$ cat config.mk
export PLATFORM = sky130hd
export DESIGN_NAME = corevx_cache_arbiter
export DESIGN_NICKNAME = d
export VERILOG_FILES = /design/src/rtl/corevx_cache_arbiter.sv
export SDC_FILE = /design/constraint.sdc
export NUM_CORES = 1
export LEC_CHECK = 0
export ABC_AREA = 1
export BUFFER_PORTS_ARGS = -buffer_cell sky130_fd_sc_hd__buf_4
export CORE_AREA = 2 2 110 112
export DETAILED_ROUTE_END_ITERATION = 10
export DIE_AREA = 0 0 112 114
export PLACE_DENSITY = 0.49
export SETUP_SLACK_MARGIN = 0.2
export SLEW_MARGIN = 20
export SYNTH_ARGS = -nofsm -noshare
export SYNTH_HDL_FRONTEND = slang
export SYNTH_SLANG_ARGS = --single-unit
$ cat constraint.sdc
create_clock -name clk -period 2.4 [get_ports clk]
set_clock_uncertainty 0.1 [all_clocks]
set_input_delay 0.36 -clock clk [delete_from_list [all_inputs] [get_ports clk]]
set_output_delay 0.36 -clock clk [all_outputs]
set_load 0.03 [all_outputs]
$ cat src/rtl/corevx_cache_arbiter.sv
// corevx_cache_arbiter: shares one corevx cache port between M0 (fetch) and M1 (execute).
// One requester owns the cache for a whole transaction. The owner's cmd/address/store data
// reach the cache with no added latency, and the cache response and load data go back to the
// owner only. The other port sees WAIT with zero load data.
// Ports:
//   clk, rst_n                      clock, asynchronous active-low reset
//   m0_cmd/m0_address               M0 request in
//   m0_response/m0_load_data        M0 response out
//   m1_cmd/m1_address/m1_store_data M1 request in
//   m1_response/m1_load_data        M1 response out
//   c_reset_done                    cache init complete in, mirrored on m0/m1_reset_done
//   c_cmd/c_address/c_store_data    command out to cache
//   c_response/c_load_data          response in from cache
// Parameters:
//   ARB_MODE   0 = round-robin, 1 = fixed priority to M0 with a starvation guard for M1
//   MAX_STARVE ARB_MODE=1: consecutive M0 grants allowed while M1 waits (1..15)
module corevx_cache_arbiter #(
  parameter int unsigned ARB_MODE   = 0,
  parameter int unsigned MAX_STARVE = 4
) (
  input  logic        clk,
  input  logic        rst_n,
  input  logic [3:0]  m0_cmd,
  input  logic [31:0] m0_address,
  output logic [3:0]  m0_response,
  output logic [31:0] m0_load_data,
  input  logic [3:0]  m1_cmd,
  input  logic [31:0] m1_address,
  input  logic [31:0] m1_store_data,
  output logic [3:0]  m1_response,
  output logic [31:0] m1_load_data,
  input  logic        c_reset_done,
  output logic        m0_reset_done,
  output logic        m1_reset_done,
  output logic [3:0]  c_cmd,
  output logic [31:0] c_address,
  output logic [31:0] c_store_data,
  input  logic [3:0]  c_response,
  input  logic [31:0] c_load_data
);

  localparam int unsigned CMD_W  = 4;
  localparam int unsigned CNT_W  = 4;
  localparam int unsigned DATA_W = 32;

  // Encodings shared with corevx_cache.svh
  localparam logic [CMD_W-1:0] CACHE_CMD_NONE              = 4'd0;
  localparam logic [CMD_W-1:0] CACHE_RESPONSE_IDLE         = 4'd0;
  localparam logic [CMD_W-1:0] CACHE_RESPONSE_WAIT         = 4'd1;
  localparam logic [CMD_W-1:0] CACHE_RESPONSE_DONE         = 4'd2;
  localparam logic [CMD_W-1:0] CACHE_RESPONSE_ACCESSFAULT  = 4'd3;
  localparam logic [CMD_W-1:0] CACHE_RESPONSE_MISSALIGNED  = 4'd4;
  localparam logic [CMD_W-1:0] CACHE_RESPONSE_PAGEFAULT    = 4'd5;

  localparam logic [1:0] ST_IDLE   = 2'd0;
  localparam logic [1:0] ST_OWN_M0 = 2'd1;
  localparam logic [1:0] ST_OWN_M1 = 2'd2;

  localparam logic GRANT_M0 = 1'b0;
  localparam logic GRANT_M1 = 1'b1;

  localparam logic [CNT_W-1:0] STARVE_LIMIT = CNT_W'(MAX_STARVE);

  logic [1:0]       state, state_nxt;
  logic             last_grant, last_grant_nxt;
  logic [CNT_W-1:0] starve_cnt, starve_cnt_nxt;

  logic req0, req1, terminal, win_m1;
  logic owner_valid, owner_m1;

  assign req0     = (m0_cmd != CACHE_CMD_NONE);
  assign req1     = (m1_cmd != CACHE_CMD_NONE);
  assign terminal = (c_response == CACHE_RESPONSE_DONE)        ||
                    (c_response == CACHE_RESPONSE_ACCESSFAULT) ||
                    (c_response == CACHE_RESPONSE_MISSALIGNED) ||
                    (c_response == CACHE_RESPONSE_PAGEFAULT);

  assign m0_reset_done = c_reset_done;
  assign m1_reset_done = c_reset_done;

  // Winner in IDLE: a lone requester wins; on a tie the mode decides
  always_comb begin
    win_m1 = 1'b0;
    if (req1 && !req0) begin
      win_m1 = 1'b1;
    end else if (req1 && req0) begin
      if (ARB_MODE == 0) win_m1 = (last_grant == GRANT_M0);
      else               win_m1 = (starve_cnt == STARVE_LIMIT);
    end
  end

  // State register
  always_ff @(posedge clk or negedge rst_n) begin
    if (!rst_n) begin
      state      <= ST_IDLE;
      last_grant <= GRANT_M1;
      starve_cnt <= '0;
    end else begin
      state      <= state_nxt;
      last_grant <= last_grant_nxt;
      starve_cnt <= starve_cnt_nxt;
    end
  end

  // Next state, grant bookkeeping and output routing
  always_comb begin
    state_nxt      = state;
    last_grant_nxt = last_grant;
    starve_cnt_nxt = starve_cnt;
    owner_valid    = 1'b0;
    owner_m1       = 1'b0;
    c_cmd          = CACHE_CMD_NONE;
    c_address      = '0;
    c_store_data   = '0;
    m0_response    = CACHE_RESPONSE_WAIT;
    m0_load_data   = '0;
    m1_response    = CACHE_RESPONSE_WAIT;
    m1_load_data   = '0;

    if (!c_reset_done) begin
      // Cache not ready: no grants, bookkeeping frozen
      state_nxt = ST_IDLE;
    end else begin
      case (state)
        ST_IDLE: begin
          if (req0 || req1) begin
            owner_valid    = 1'b1;
            owner_m1       = win_m1;
            last_grant_nxt = win_m1 ? GRANT_M1 : GRANT_M0;
            // A cache that finishes in the grant cycle leaves us idle
            if (terminal)    state_nxt = ST_IDLE;
            else if (win_m1) state_nxt = ST_OWN_M1;
            else             state_nxt = ST_OWN_M0;
          end
        end
        ST_OWN_M0: begin
          owner_valid = 1'b1;
          owner_m1    = 1'b0;
          if (terminal || (!req0 && c_response == CACHE_RESPONSE_IDLE)) state_nxt = ST_IDLE;
        end
        ST_OWN_M1: begin
          owner_valid = 1'b1;
          owner_m1    = 1'b1;
          if (terminal || (!req1 && c_response == CACHE_RESPONSE_IDLE)) state_nxt = ST_IDLE;
        end
        default: state_nxt = ST_IDLE;
      endcase

      // Starvation counter tracks M0 grants taken while M1 is waiting
      if (!req1) begin
        starve_cnt_nxt = '0;
      end else if (state == ST_IDLE && (req0 || req1)) begin
        if (win_m1)                         starve_cnt_nxt = '0;
        else if (starve_cnt < STARVE_LIMIT) starve_cnt_nxt = starve_cnt + CNT_W'(1);
      end
    end

    if (owner_valid) begin
      if (owner_m1) begin
        c_cmd        = m1_cmd;
        c_address    = m1_address;
        c_store_data = m1_store_data;
        m1_response  = c_response;
        m1_load_data = c_load_data;
      end else begin
        c_cmd        = m0_cmd;
        c_address    = m0_address;
        m0_response  = c_response;
        m0_load_data = c_load_data;
      end
    end

    // Reset quiets every output immediately, independent of the clock
    if (!rst_n) begin
      c_cmd        = CACHE_CMD_NONE;
      c_address    = '0;
      c_store_data = DATA_W'(0);
      m0_response  = CACHE_RESPONSE_IDLE;
      m0_load_data = '0;
      m1_response  = CACHE_RESPONSE_IDLE;
      m1_load_data = '0;
    end
  end

endmodule

After elaboration in Yosys (flattened, before gate mapping)
Cells that the tools add are included.
Widths: inputs -> output; s select.

cells by class
  $add $sub $neg = 0
  multipliers = 0
  divide/modulo/power cells = 0
  $lt $le $gt $ge = 0
  equal/unequal tests = 9
  shifts and indexed selects = 0
  multiplexer cells = 37
  bitwise gates (word level) = 1
  reductions and logical operators = 19

operators by type and width
  kind                number
  $mux 32             12
  $mux 4              9
  $mux 2              6
  $ne 3x3->1 const B  3
  $eq 4x2->1 const B  2
  $eq 4x3->1 const B  2
  $reduce_bool 4->1   2
  $mux 1              7
  $logic_or 1x1->1    6
  $pmux 2 s3          1
  $reduce_and 3->1    2
  $logic_and 1x1->1   4
  $logic_not 4->1     1
  $pmux 1 s2          2
  $eq 2x1->1 const B  1
  $eq 2x2->1 const B  1
  $logic_not 1->1     2
  $logic_not 2->1     1
  $reduce_or 2->1     1
  $not 1->1           1

storage, ports and cells
  register bits after elaboration = 3
  bits in latches = 0
  bits in writable memories = 0
  ROM bits = 0
  output and inout port bits = 142
  memories kept = 0

Depth between registers and ports, before layout
Gate-level depths: netlist of run 1.

  depth after elaboration = 10
  mapped depth = 11
  depth with buffers taken out = 9

Worst setup path after synthesis of run 1
Ideal clock, no wire load.

  path type = register to output
  start point = reg state[0]
  end point = out m1_load_data[10]
  arrival = 1.864 ns
  required time = 1.940 ns
  setup slack = 0.076 ns
  cell stages (with the launch flop) = 8
  buffers on the path = 1
  cell sequence = dfrtp_1 > inv_1 > ha_1 > nand3_1 > nand2_2 > nand2_4 > clkbuf_1 > nor3_1

on the way
  cells in the longest elaborated chain, start to end = 6

ends and longest elaborated chain
  item                                                  line      source
  start: declaration                                    64        logic [1:0] state, state_nxt;
  start signal: assignment                              99        state <= state_nxt;
  $eq 2x2->1 (tied with other cells)                    124       case (state)
  $pmux 1 s2 / $reduce_or 2->1 (equally long branches)  --
  $mux 1 / $pmux 1 s2 (equally long branches)           120, 124
  $mux 32 / $mux 1 (equally long branches)              159, 120
  $mux 32 *                                             158       if (owner_valid) begin
  $mux 32 *                                             174       if (!rst_n) begin
  end: declaration                                      31        output logic [31:0] m1_load_data,

Mark *: on every way between the ends. The rest lies on a longest branch, timed or not.

Worst setup path in the final report of run 1
  start point = reg state[1]
  end point = out c_store_data[13]

on the way
  cells in the longest elaborated chain, start to end = 6

ends and longest elaborated chain
  item                                                  line      source
  $eq 2x2->1 (tied with other cells)                    124
  $pmux 1 s2 / $reduce_or 2->1 (equally long branches)  --
  $mux 1 / $pmux 1 s2 (equally long branches)           120, 124
  $mux 32 / $mux 1 (equally long branches)              159, 120
  $mux 32 *                                             158
  $mux 32 *                                             174
  end: declaration                                      37        output logic [31:0] c_store_data,

Marked as above.

==> results of run 1 <==
## cell families after synthesis
family	synth area share, %
simple gates	67.4
buf+inv	24.9
compound gates	1.87
fa+ha+maj	2.33
flops	3.56
## final timing paths
check	startpoint	to	slack, ns	depth (start not counted)
setup / recovery	state[1]$_DFFE_PN0P_	c_store_data[13]	-0.08	11
hold / removal	rst_n	last_grant$_DFFE_PN1P_	0.007	1
setup reg to reg	state[1]$_DFFE_PN0P_	state[0]$_DFFE_PN0P_	0.79	9
hold reg to reg	last_grant$_DFFE_PN1P_	last_grant$_DFFE_PN1P_	0.44	2
max in group asynchronous	rst_n	state[1]$_DFFE_PN0P_	1.66	2
min in group clk	c_reset_done	last_grant$_DFFE_PN1P_	0.39	3
## per-layer routing
layer | track usage [%] | routed length [um] | share of wire [%] | up-vias
met5 | 0 | 0 | 0 | -
met4 | 2.03 | 266 | 1.9 | 0
met3 | 1.91 | 883 | 6.2 | 17
met2 | 34.5 | 7910 | 56 | 184
met1 | 18.8 | 5170 | 36 | 1841
li1 | - | - | - | 1948
## synthesized netlist by cell type
cell type and n:
a31oi_1 1, buf_2 17, buf_4 6, buf_6 6, buf_8 2, clkbuf_1 3, dfrtp_1 2, dfstp_2 1
ha_1 4, inv_1 76, inv_2 1, inv_4 1, nand2_1 113, nand2_2 11, nand2_4 1, nand3_1 5
nand3_2 1, nor2_1 113, nor2_2 10, nor3_1 48, nor3_2 18, o21ai_0 2, o21ai_2 1, o21bai_1 1
o31ai_1 1
## per-stage QoR
step           hold WS [ns]  total power [W]  utilization [%]  worst slack [ns]  setup TNS [ns]
4_1_cts             0.00290          0.00406             47.5            0.0386               0
2_1_floorplan       -0.0356          0.00194                -            0.0763               0
6_report            0.00668          0.00506             56.1           -0.0824          -0.102
5_1_grt             0.00485          0.00531             56.1            -0.165           -3.81
3_3_place_gp         0.0727          0.00281             38.4             0.169               0
3_5_place_dp         0.0718          0.00284             38.4             0.136               0
## worst max-delay path, cell delays in order, from the launching register on
cell	delay [ns]
dfrtp_1	0.41
inv_2	0.10
ha_4	0.18
nand3_4	0.09
nand2_4	0.09
nand2_8	0.08
clkinv_8	0.11
buf_12	0.12
clkbuf_16	0.16
nand2_1	0.07
nor2_1	0.17
buf_4	0.20
## final cells by class
type	count	area, sq um	area share, %
timing repair buffer	337	3460	52.7
sequential	3	76.3	1.16
clock buffer	4	78.8	1.20
tap	147	184	2.80
multi-input combinational	330	2460	37.5
inverter	78	305	4.65
## state kept, by name (all words and copies together) (netlist names)
| name | cells |
|---|---|
| state | 2 |
| last_grant | 1 |
## where the power goes
group / internal (W) / switching (W)
sequential: 0.0000776 / 0.0000170
clock: 0.000219 / 0.0000435
combinational: 0.00206 / 0.00264
total: 0.00235 / 0.00271
## what timing repair did
item                                    in CTS  in global routing
cloned                                      12                  9
hold endpoints to repair                     2                  0
hold buffers                                 1                  0
setup buffers                               10                  8
pin swaps                                    5                 35
gates resized for setup                    128                164
endpoints found under the setup margin     140                140
==> impl_metrics.prom, run 1 <==
# TYPE chip_impl_metric gauge
chip_impl_metric{name="yosysWarnings",unit=""} 0
chip_impl_metric{name="setup-violations-final",unit=""} 3
chip_impl_metric{name="grt_remaining_overflow",unit=""} 0
chip_impl_metric{name="pin_count",unit=""} 285
chip_impl_metric{name="area.growth.synth_to_final",unit="%"} 206
chip_impl_metric{name="clock_latency",unit="ns"} 0.22
chip_impl_info{name="worstSetupPathType",value="flip-flop to primary output"} 1
chip_impl_metric{name="tightest_slew",unit="ns"} 0.361
chip_impl_metric{name="fraction_of_final_layout_cells_sized_beyond_drive_strength_1",unit="%"} 64.0
chip_impl_metric{name="clkTransAtPathRegs",unit="ns"} 0.03
chip_impl_metric{name="remaining_drc_errors",unit=""} 0
chip_impl_metric{name="drt-vias-per-instance",unit=""} 4.44
chip_impl_info{name="setup.worst_path.end_class",value="primary output"} 1
chip_impl_metric{name="drt-initial-drc-count",unit=""} 199
chip_impl_metric{name="layout_setup_ws",unit="ns"} -0.0824
chip_impl_info{name="clk_root_buffer_cell",value="clkbuf_16"} 1
chip_impl_metric{name="place_hpwl",unit="mm"} 8.54
chip_impl_metric{name="netlist_instances",unit=""} 445
chip_impl_metric{name="placedInstanceArea",unit="sq um"} 4490
chip_impl_metric{name="cts_sinks",unit=""} 3
chip_impl_metric{name="worst-path-max-fanout",unit=""} 8
chip_impl_metric{name="initial_antenna_violation_count",unit=""} 0
chip_impl_metric{name="syn_area_per_cell",unit="sq um"} 4.82
chip_impl_metric{name="post_synthesis_sequential_area_ratio",unit="%"} 3.55
chip_impl_info{name="worst_setup_path_start_kind",value="flip-flop"} 1
chip_impl_metric{name="ys_ff_latch",unit=""} 3
chip_impl_metric{name="synthDistinctLibCells",unit=""} 25
chip_impl_metric{name="min_period",unit="ns"} 2.48
chip_impl_metric{name="worstPathRequired",unit="ns"} 1.94
chip_impl_metric{name="power.density_cell_area",unit="nW/um^2"} 770
chip_impl_metric{name="gp_routability_congestion",unit=""} 0.814
chip_impl_metric{name="global_route.usage.total",unit="%"} 16.7
chip_impl_metric{name="dr_total_vias",unit=""} 3990
chip_impl_info{name="most-common-layout-cells",value="217 x buf_4, 95 x nand2_1, 88 x nor2_1, 79 x buf_6, 72 x inv_1"} 1
chip_impl_metric{name="initial_core_utilization",unit="%"} 18.3
chip_impl_metric{name="clock_tree.htree_level_count",unit=""} 1
chip_impl_metric{name="timing.fmax",unit="MHz"} 403
chip_impl_metric{name="netlist_area",unit="sq um"} 2150
chip_impl_info{name="synth.area.top_cells",value="nand2_1 20%, nor2_1 20%, inv_1 13%"} 1
chip_impl_metric{name="p_leak",unit="nW"} 3.45
chip_impl_metric{name="synthesis.nets",unit=""} 592
chip_impl_metric{name="per_cell_routed_wire_length",unit="um"} 15.8
chip_impl_metric{name="max-vdd-ir-drop",unit="V"} 0.000674
chip_impl_info{name="failed_checks",value="negative setup slack"} 1
chip_impl_metric{name="maxCapViolCount",unit=""} 0
chip_impl_metric{name="area_of_the_die",unit="sq um"} 12800
chip_impl_metric{name="final_instance_area",unit="sq um"} 6570
chip_impl_metric{name="nets",unit=""} 900
chip_impl_metric{name="max-clock-path-buffers",unit=""} 2
chip_impl_metric{name="vias_in_the_first_global_route",unit=""} 3507
chip_impl_info{name="synth.largest_area_cell",value="nand2_1"} 1
chip_impl_info{name="hp_class",value="input port to async pin"} 1
chip_impl_info{name="cts_tree",value="yes"} 1
chip_impl_metric{name="finish.cell_count_without_fillers",unit=""} 899
chip_impl_info{name="grt_setup_unrepaired",value="true"} 1
chip_impl_info{name="most_common_library_cell_in_the_layout_ignoring_fill_and_taps",value="buf_4"} 1
chip_impl_metric{name="portBuffers",unit=""} 284
chip_impl_metric{name="core_region_area",unit="sq um"} 11700
chip_impl_metric{name="fp.dieW",unit="um"} 112
chip_impl_metric{name="final.period_utilization",unit="%"} 103
chip_impl_metric{name="row_count",unit=""} 40
chip_impl_metric{name="dr.pass1.iters",unit=""} 4
chip_impl_metric{name="final.fill_count",unit=""} 1035
chip_impl_metric{name="routed_wirelength",unit="mm"} 14.2
chip_impl_metric{name="slew_headroom",unit="%"} 75.9
chip_impl_metric{name="chipHeight",unit="um"} 114
chip_impl_metric{name="post-place-cells",unit=""} 855
chip_impl_metric{name="slew_viol_final",unit=""} 0
chip_impl_metric{name="insertedDiodeCount",unit=""} 0
chip_impl_metric{name="synthDominantCellAreaShare",unit="%"} 19.8
chip_impl_metric{name="grt_start_max_net_pins",unit=""} 73
chip_impl_metric{name="grt_first_pass_wirelength",unit="mm"} 17.8
chip_impl_metric{name="timing.final.hold_violations",unit=""} 0
chip_impl_info{name="status",value="finished, violations left"} 1
chip_impl_metric{name="tritoncts.num_buffers",unit=""} 3
chip_impl_metric{name="route.antenna.remaining_nets",unit=""} 0
chip_impl_metric{name="signal_arrival_time_at_the_worst_endpoint",unit="ns"} 2.02
(Power assumes the default switching activity.)
==> run 2: changes to the inputs <==
BUFFER_PORTS_ARGS = -buffer_cell sky130_fd_sc_hd__buf_2   (was -buffer_cell sky130_fd_sc_hd__buf_4)
==> run 2 against run 1 <==
  * The flow now finishes without violations
  * Critical endpoint is now m0_load_data[6]
  * Count of clock-buffer cells in the layout stayed put
  * First-iteration DRC count down 21%
  * Largest power group unchanged
  * Flip-flop and latch count unchanged
  * Highest routed layer unchanged
  * Non-clock buffer count down 6
  * Clock power is essentially flat
  * Total power shrank 8.0%
  * Core utilization is 4.9 points lower
  * Critical path depth fell by 2
==> impl_metrics.prom, run 2 (synthesis gave the netlist of run 1 again) <==
# TYPE chip_impl_metric gauge
chip_impl_metric{name="gp_routability_congestion",unit=""} 0.834
chip_impl_metric{name="route.antenna.remaining_nets",unit=""} 0
chip_impl_metric{name="pin_count",unit=""} 285
chip_impl_metric{name="maxCapViolCount",unit=""} 0
chip_impl_metric{name="tightest_slew",unit="ns"} 0.372
chip_impl_info{name="cp_slowest_cell",value="dfrtp_1"} 1
chip_impl_metric{name="routed_wirelength",unit="mm"} 13.1
chip_impl_metric{name="initial_core_utilization",unit="%"} 18.3
chip_impl_metric{name="tritoncts.num_buffers",unit=""} 3
chip_impl_metric{name="cts_sinks",unit=""} 3
chip_impl_info{name="setup.worst_path.end_class",value="primary output"} 1
chip_impl_metric{name="fp.dieW",unit="um"} 112
chip_impl_metric{name="portBuffers",unit=""} 284
chip_impl_info{name="most_common_library_cell_in_the_layout_ignoring_fill_and_taps",value="buf_2"} 1
chip_impl_metric{name="timing.setup.tns",unit="ns"} 0
chip_impl_metric{name="insertedDiodeCount",unit=""} 0
chip_impl_info{name="rr_endpoint",value="state[1]$_DFFE_PN0P_"} 1
chip_impl_metric{name="largest_register_ff_count",unit=""} 2
chip_impl_metric{name="drt-initial-drc-count",unit=""} 158
chip_impl_metric{name="worst-path-max-fanout",unit=""} 7
chip_impl_info{name="clk_root_buffer_cell",value="clkbuf_16"} 1
chip_impl_metric{name="grt_remaining_overflow",unit=""} 0
chip_impl_info{name="hp_class",value="input port to async pin"} 1
chip_impl_metric{name="chipHeight",unit="um"} 114
chip_impl_metric{name="dr.pass1.iters",unit=""} 4
chip_impl_metric{name="remaining_drc_errors",unit=""} 0
chip_impl_info{name="most-common-layout-cells",value="145 x buf_2, 89 x nand2_1, 82 x buf_6, 81 x nor2_1, 72 x inv_1"} 1
chip_impl_metric{name="drt-vias-per-instance",unit=""} 4.33
chip_impl_metric{name="global_route.usage.total",unit="%"} 15.3
chip_impl_metric{name="cp.buffers_inverters",unit=""} 4
chip_impl_info{name="rr_startpoint",value="state[1]$_DFFE_PN0P_"} 1
chip_impl_metric{name="r2r_setup_slack",unit="ns"} 0.82
chip_impl_info{name="critical_path.cell_chain",value="inv_2 > ha_4 > o21ai_4 > nand2_4 > nand3_4 > buf_12 > clkbuf_16 > nor3_2 > buf_4"} 1
chip_impl_metric{name="placedInstanceArea",unit="sq um"} 3770
chip_impl_metric{name="vias_in_the_first_global_route",unit=""} 3313
chip_impl_metric{name="fraction_of_final_layout_cells_sized_beyond_drive_strength_1",unit="%"} 65.0
chip_impl_metric{name="p_leak",unit="nW"} 3.13
chip_impl_metric{name="initial_antenna_violation_count",unit=""} 0
chip_impl_metric{name="worstPathRequired",unit="ns"} 1.94
chip_impl_metric{name="timing.critical_path.depth",unit=""} 9
chip_impl_metric{name="signal_arrival_time_at_the_worst_endpoint",unit="ns"} 1.92
chip_impl_metric{name="area.growth.synth_to_final",unit="%"} 179
chip_impl_metric{name="final_instance_area",unit="sq um"} 6000
chip_impl_metric{name="clkTransAtPathRegs",unit="ns"} 0.03
chip_impl_metric{name="grt_first_pass_wirelength",unit="mm"} 16.3
chip_impl_info{name="grt_setup_unrepaired",value="true"} 1
chip_impl_metric{name="clock_tree.htree_level_count",unit=""} 1
chip_impl_metric{name="per_cell_routed_wire_length",unit="um"} 14.7
chip_impl_info{name="status",value="complete, no violations"} 1
chip_impl_metric{name="max-clock-path-buffers",unit=""} 2
chip_impl_metric{name="min_period",unit="ns"} 2.38
chip_impl_metric{name="core_region_area",unit="sq um"} 11700
chip_impl_metric{name="clock_latency",unit="ns"} 0.22
chip_impl_info{name="registers.top_by_ff_count",value="state"} 1
chip_impl_metric{name="timing.fmax",unit="MHz"} 420
chip_impl_metric{name="final_core_util",unit="%"} 51.2
chip_impl_metric{name="dr_total_vias",unit=""} 3870
chip_impl_metric{name="slew_headroom",unit="%"} 74.9
chip_impl_info{name="cp_top_delay_family",value="buffers and inverters"} 1
chip_impl_metric{name="place_hpwl",unit="mm"} 7.68
chip_impl_info{name="crit_start",value="state[0]$_DFFE_PN0P_"} 1
chip_impl_metric{name="nets",unit=""} 894
chip_impl_metric{name="max-vdd-ir-drop",unit="V"} 0.000469
chip_impl_info{name="worstSetupPathType",value="flip-flop to primary output"} 1
chip_impl_metric{name="final.fill_count",unit=""} 1088
chip_impl_metric{name="area_of_the_die",unit="sq um"} 12800
chip_impl_metric{name="slew_viol_final",unit=""} 0
chip_impl_metric{name="timing.final.hold_violations",unit=""} 0
chip_impl_info{name="reg_top3",value="state x2, last_grant x1"} 1
chip_impl_info{name="worst_setup_path_start_kind",value="flip-flop"} 1
chip_impl_info{name="cts_tree",value="yes"} 1
chip_impl_metric{name="row_count",unit=""} 40
chip_impl_metric{name="setup-violations-final",unit=""} 0
chip_impl_metric{name="cpPeakStageDelay",unit="ns"} 0.39
chip_impl_metric{name="worst_reg2reg_path_length_in_cells",unit=""} 9
chip_impl_metric{name="power.density_cell_area",unit="nW/um^2"} 776
chip_impl_metric{name="grt_start_max_net_pins",unit=""} 37
chip_impl_metric{name="final.period_utilization",unit="%"} 99.3
run 2: cell types whose count changed in the layout (fill, tap and decap cells not counted), moves of 7 or more:
cell	delta
buf_4	-150
nand2_4	-7
nor2_1	-7
nor3_4	-7
buf_2	+145
nand2_2	+13
run 2: routing by layer:
layer / global-route usage, % / wire length [um]
met5: 0 / 0
met4: 2.03 / 179
met3: 2.23 / 827
met2: 31.1 / 7450
met1: 17.2 / 4650
run 2: power breakdown:
group	switching, W	internal, W
Sequential	0.0000168	0.0000776
Combinational	0.00252	0.00177
Clock	0.0000446	0.000219
run 2: timing repair:
action	in CTS	in global routing
buffers inserted	13	1
hold buffers	1	0
pin swaps	8	45
gates resized for setup	160	302
endpoints found under the setup margin	139	139
cloned	8	9
hold endpoints to repair	2	0
run 2: how the worst max path moves through the flow:
stage                             endpoint
after detailed placement  m1_load_data[12]
after floorplan           m1_load_data[10]
final                      m0_load_data[6]
after global placement        c_address[3]
after CTS                    c_address[28]
after global routing       m0_load_data[6]
run 2: stage by stage:
stage	hold slack (ns)	worst slack [ns]	power (W)	instances
after floorplan	-0.0356	0.0763	0.00194	445
after global placement	0.0917	0.109	0.00258	857
after detailed placement	0.0908	0.118	0.00256	857
after CTS	0.0302	0.0797	0.00369	883
after global routing	0.0391	-0.0699	0.00491	893
final	0.0267	0.0173	0.00465	893
run 2: layout make-up:
class,count,area [sq um],share of cell area (%)
repair buffers,331,2930,48.9
multi-input cells,330,2420,40.4
inverters,78,305,5.09
well taps,147,184,3.07
clock buffers,4,78.8,1.31
flip-flops and latches,3,76.3,1.27
